==> src/rtl/seg_steer_pkg.sv <==
// seg_steer_pkg: shared state encoding and default tuning constants for steering enable.
// The DWELL state only exists when SEG_STEER_DWELL_EN is defined.
package seg_steer_pkg;
  typedef enum logic [1:0] {
    IDLE  = 2'd0,
    WAIT  = 2'd1,
    STEER = 2'd2
`ifdef SEG_STEER_DWELL_EN
    ,
    DWELL = 2'd3
`endif
  } state_t;
  localparam int MIN_RIDER_WT = 'h200;
  localparam int HYST         = 'h020;
  localparam int SETTLE_CYC   = 65000000;
endpackage

==> src/rtl/steer_settle_tmr.sv <==
// steer_settle_tmr: saturating up-counter; full while the count sits at CYC-1.
module steer_settle_tmr #(
  parameter int CYC = 16
) (
  input  logic clk,
  input  logic rst,
  input  logic clr,
  input  logic cnt_en,
  output logic full
);
  localparam int W = $clog2(CYC);
  logic [W-1:0] cnt;
  assign full = cnt == W'(CYC - 1);
  always_ff @(posedge clk or posedge rst)
    if (rst) cnt <= '0;
    else if (clr) cnt <= '0;
    else if (cnt_en && !full) cnt <= cnt + 1'b1;
endmodule

==> src/rtl/steer_en_ctrl.sv <==
// steer_en_ctrl: rider-presence FSM gating steering from left/right load cells.
// Define SEG_STEER_DWELL_EN to add the step-off DWELL state with its DWELL_CYC counter.
module steer_en_ctrl
  import seg_steer_pkg::*;
#(
  parameter int LOAD_W       = 12,
  parameter int MIN_RIDER_WT = seg_steer_pkg::MIN_RIDER_WT,
  parameter int HYST         = seg_steer_pkg::HYST,
  parameter int SETTLE_CYC   = seg_steer_pkg::SETTLE_CYC,
  parameter int DWELL_CYC    = 1024
) (
  input  logic                     clk,
  input  logic                     rst,
  input  logic                     load_vld,
  input  logic [LOAD_W-1:0]        lft_load,
  input  logic [LOAD_W-1:0]        rght_load,
  output logic                     en_steer,
  output logic                     rider_off,
  output logic signed [LOAD_W:0]   load_cell_diff,
  output logic [1:0]               steer_state
);
  localparam logic [LOAD_W:0] SUM_HI = (LOAD_W + 1)'(MIN_RIDER_WT + HYST);
  localparam logic [LOAD_W:0] SUM_LO = (LOAD_W + 1)'(MIN_RIDER_WT - HYST);
  if (SETTLE_CYC < 2 || DWELL_CYC < 2) begin : g_bad_cfg
    $error("steer_en_ctrl: SETTLE_CYC and DWELL_CYC must be >= 2");
  end
  state_t state, nxt;
  logic [LOAD_W-1:0] lft_q, rght_q;
  logic [LOAD_W:0] sum, abs_diff;
  logic signed [LOAD_W:0] diff;
  logic sum_gt_min, sum_lt_min, diff_gt_1_4, diff_gt_15_16;
  logic tmr_clr, tmr_full, act_q;
  assign sum           = {1'b0, lft_q} + {1'b0, rght_q};
  assign diff          = $signed({1'b0, lft_q}) - $signed({1'b0, rght_q});
  assign abs_diff      = diff[LOAD_W] ? $unsigned(-diff) : $unsigned(diff);
  assign sum_gt_min    = sum > SUM_HI;
  assign sum_lt_min    = sum < SUM_LO;
  assign diff_gt_1_4   = abs_diff > (sum >> 2);
  assign diff_gt_15_16 = abs_diff > sum - (sum >> 4);
  assign steer_state   = state;
  steer_settle_tmr #(.CYC(SETTLE_CYC)) u_settle (
    .clk    (clk),
    .rst    (rst),
    .clr    (tmr_clr),
    .cnt_en (state == WAIT),
    .full   (tmr_full)
  );
`ifdef SEG_STEER_DWELL_EN
  logic dwell_full;
  steer_settle_tmr #(.CYC(DWELL_CYC)) u_dwell (
    .clk    (clk),
    .rst    (rst),
    .clr    (state != DWELL),
    .cnt_en (1'b1),
    .full   (dwell_full)
  );
`endif
  always_comb begin
    nxt     = state;
    tmr_clr = 1'b0;
    case (state)
      IDLE: if (sum_gt_min) begin
        nxt     = WAIT;
        tmr_clr = 1'b1;
      end
      WAIT: if (sum_lt_min) nxt = IDLE;
        else if (diff_gt_1_4) tmr_clr = 1'b1;
        else if (tmr_full) nxt = STEER;
`ifdef SEG_STEER_DWELL_EN
      STEER: if (sum_lt_min) nxt = IDLE;
        else if (diff_gt_15_16) nxt = DWELL;
      DWELL: if (sum_lt_min) nxt = IDLE;
        else if (!diff_gt_15_16) nxt = STEER;
        else if (dwell_full) begin
          nxt     = WAIT;
          tmr_clr = 1'b1;
        end
`else
      STEER: if (sum_lt_min) nxt = IDLE;
        else if (diff_gt_15_16) begin
          nxt     = WAIT;
          tmr_clr = 1'b1;
        end
`endif
      default: nxt = IDLE;
    endcase
  end
  // en_steer and rider_off trail the state register by one clock; act_q remembers the prior state.
  always_ff @(posedge clk or posedge rst)
    if (rst) begin
      state          <= IDLE;
      lft_q          <= '0;
      rght_q         <= '0;
      load_cell_diff <= '0;
      act_q          <= 1'b0;
      en_steer       <= 1'b0;
      rider_off      <= 1'b0;
    end else begin
      state     <= nxt;
      act_q     <= state != IDLE;
      en_steer  <= state[1];
      rider_off <= act_q && state == IDLE;
      if (load_vld) begin
        lft_q          <= lft_load;
        rght_q         <= rght_load;
        load_cell_diff <= $signed({1'b0, lft_load}) - $signed({1'b0, rght_load});
      end
    end
endmodule

==> config.mk <==
export PLATFORM = sky130hd
export DESIGN_NAME = steer_en_ctrl
export DESIGN_NICKNAME = d
export VERILOG_FILES = /design/src/rtl/seg_steer_pkg.sv /design/src/rtl/steer_settle_tmr.sv /design/src/rtl/steer_en_ctrl.sv
export SDC_FILE = /design/constraint.sdc
export NUM_CORES = 1
export LEC_CHECK = 0
export BUFFER_PORTS_ARGS = -buffer_cell sky130_fd_sc_hd__buf_2
export CAP_MARGIN = 10
export CORE_AREA = 3 3 115 128
export DETAILED_ROUTE_END_ITERATION = 10
export DIE_AREA = 0 0 118 131
export HOLD_SLACK_MARGIN = 0.08
export MAX_ROUTING_LAYER = met4
export PLACE_DENSITY = 0.69
export SKIP_LAST_GASP = 1
export SYNTH_ARGS = -nofsm -noshare
export SYNTH_HDL_FRONTEND = slang
export SYNTH_SLANG_ARGS = --single-unit
export TNS_END_PERCENT = 100
==> constraint.sdc <==
create_clock -name clk -period 15.35 [get_ports clk]
set_input_delay 2.3025 -clock clk [delete_from_list [all_inputs] [get_ports clk]]
set_output_delay 2.3025 -clock clk [all_outputs]
set_load 0.02 [all_outputs]
==> flow_summary.ini <==
[logic_synthesis]
synth_flop_cell = dfrtp_1
synthTopCellsByCount = ha_1, dfrtp_1, inv_1
synth_edf_count = 0
synthTopCellsByArea = dfrtp_1, ha_1, xnor2_1
seq_area_frac_synth = 0.2803
synthArstFlopShare = 1.000
netlist_area_um2 = 6071
postSynthAreaPerCell_um2 = 8.928
syn_nets = 785
ys_types = 74
netlist_instances = 680
ys_warn_count = 0
ys_seq_elements = 68
yosys.cell_count.top_type = ha_1
yosys.area.top_type = dfrtp_1
yosys.area.top_type_share = 0.2803

[power]
power.switching_uw = 503.3
irDropWorstVdd_mv = 0.08753
p_seq_frac = 0.190
leakage_nw = 3.087
power_frac_clock = 0.197
cellPowerDensity_nw_per_um2 = 166.2
swShare = 0.4477
internal-power_uw = 620.9
combinationalPowerShare = 0.613

[detailed_routing]
dr.first_iter.drc_count = 203
drc = 0
dr.pass1.iters = 4
postRouteAntennaNets = 0
vias_per_cell = 5.346
drt_wl_total_um = 13130
wl_per_cell_um = 14.43
route.vias.total = 4865

[clock_tree]
cts_buffer_depth = 2
cts_resized = 0
root_buffer = clkbuf_16
clock-sinks = 68
cts_tree = done
hold_buffers = 0
post_cts_buffers = 0
clkLatencyLatePin_ns = 0.34
htreeDepth = 3
cts_inserted_buffers = 9
clk_pin_slew_ns = 0.06

[setup_path]
start_kind = flop
crit_required_ns = 15.60
arrival_ns = 6.07
crit_fanout = 26
crit_type = reg -> reg
end_kind = flop

[floorplanning]
die_area_um2 = 15460
core_region_area_um2 = 13680
start_util = 0.4437
die_w_um = 118
io_pins = 44
core.rowCount = 45
chipHeight_um = 131

[finish]
multi_input_area_um2 = 4024
drive_gt1_frac = 0.1731
regArea_um2 = 1702
antenna_cells = 0
fillers = 1253
fin_area_um2 = 6763
nets = 822
area_growth_pct = 11.40

[sta]
tns_ns = 0
finalClockSkew_ns = 0.01310
relSlewSlack = 0.4427
fin_crit_sh = 0.3796
fmax_mhz = 171.6
setup_violations = 0
period_needed_ns = 5.827
final_hold_viol_count = 0
worst_pin_slew_ns = 0.8360
rsz0062_at_grt = no
final_max_slew_viol_count = 0

[placement]
dp_hpwl_um = 10310
numPortBuffers = 43
gp_congestion = 0.8927
dpl-instance-area_um2 = 6439

[job]
max_cap_viol_count = 0

[run_status]
outcome = completed

[grt]
track_usage = 0.1789
grt_pass1_vias = 4939
grt_max_degree = 69
grt_pass1_wl_um = 22310
antenna_found_initial = 0
grt-ovfl-total = 0

[min_path]
hold_class = reg -> reg
## layer usage
metal | track usage | routed length [um] | up-vias
li1 | - | - | 2454
met1 | 0.2120 | 6165 | 2321
met2 | 0.3136 | 6453 | 78
met3 | 0.02497 | 327 | 12
met4 | 0.06621 | 187 | 0
met5 | - | 0 | -
## sequential cells by signal, summed over array words and instances, names as in the netlist
name and count:
steer_state 2, rider_off 1, u_settle.cnt 26, en_steer 1, lft_q 12, act_q 1, load_cell_diff 13, rght_q 12
## placed cells by master (no fill, tap or decap), types with 6 or more instances in the layout
cell,n
and2_1,6
inv_1,64
nor2_2,20
clkbuf_16,9
nand2b_1,10
mux2_2,20
buf_2,43
xor2_1,27
nor2_1,51
a21o_1,11
a21oi_1,35
o21ai_0,32
nor2b_1,7
xnor2_1,36
ha_1,74
nand2_1,51
nand3_1,17
nor3_1,15
dfrtp_1,68
nand4_1,11
## stage by stage
stage          setup slack [ns]  total power, mW  hold WS [ns]  utilization  std cells
2_1_floorplan             10.25           0.7478        0.4337            -        680
3_3_place_gp              9.814           0.8701        0.4422       0.4706        894
3_5_place_dp              9.577           0.8964        0.4633       0.4706        894
4_1_cts                   9.526            1.126        0.4809       0.4943        910
5_1_grt                   9.053            1.218        0.4901       0.4943        910
6_report                  9.523            1.124        0.4762       0.4943        910
## path summary, 6_finish.rpt
| check | startpoint | to | slack, ns | cells after the start |
|---|---|---|---|---|
| worst min register to register | act_q$_DFF_PP0_ | rider_off$_DFF_PP0_ | 0.48 | 1 |
| max in group asynchronous | rst | load_cell_diff[5]$_DFFE_PP0P_ | 12.59 | 3 |
| worst max register to register | rght_q[0]$_DFFE_PP0P_ | u_settle.cnt[8]$_DFFE_PP0P_ | 9.52 | 27 |
| worst min-delay path | act_q$_DFF_PP0_ | rider_off$_DFF_PP0_ | 0.48 | 1 |
| worst max-delay path | rght_q[0]$_DFFE_PP0P_ | u_settle.cnt[8]$_DFFE_PP0P_ | 9.52 | 27 |
| min in group asynchronous | rst | load_cell_diff[9]$_DFFE_PP0P_ | 2.19 | 3 |
## critical path: stages (launching register included)
cell      delay, ns
dfrtp_1        0.38
ha_1           0.19
inv_1          0.06
fa_1           0.41
o21ba_2        0.26
nor2_1         0.10
nor2_1         0.06
xnor2_1        0.32
inv_1          0.12
ha_1           0.26
fa_1           0.42
inv_1          0.08
a21o_1         0.12
a21oi_1        0.09
o31a_1         0.34
o311a_1        0.40
nand2_1        0.09
xnor2_1        0.07
ha_1           0.31
nand3_1        0.11
or4_1          0.53
o221ai_1       0.08
and2_1         0.17
nor2_1         0.06
nand3_1        0.13
o32ai_4        0.10
buf_4          0.26
nor3_1         0.24
## layout make-up
class                           instances  area share
Clock buffer                            9     0.03330
Clock inverter                          7     0.01462
Inverter                               66     0.03663
Multi-Input combinational cell        527      0.5950
Sequential cell                        68      0.2516
Tap cell                              188     0.03478
Timing Repair Buffer                   45     0.03404
## power groups by stage
stage / registers [mW] / logic (mW) / clock network (mW)
floorplan: 0.229 / 0.519 / 0
global placement: 0.215 / 0.655 / 0
detailed placement: 0.217 / 0.679 / 0
CTS: 0.214 / 0.686 / 0.227
global route: 0.217 / 0.767 / 0.234
finish: 0.213 / 0.689 / 0.222
## cells by family (layout without fill, tap and decap cells)
logic type	after synthesis	count (layout)	synth area share
flip-flops	68	68	0.2803
multiplexers	20	20	0.03710
adder cells (fa/ha/maj)	78	78	0.1657
AND/OR/NAND/NOR	215	215	0.1791
buffers and inverters	85	127	0.05874
AO/OA/AOI/OAI	145	145	0.1700
XOR/XNOR	69	69	0.1090
(Power assumes the default switching activity.)
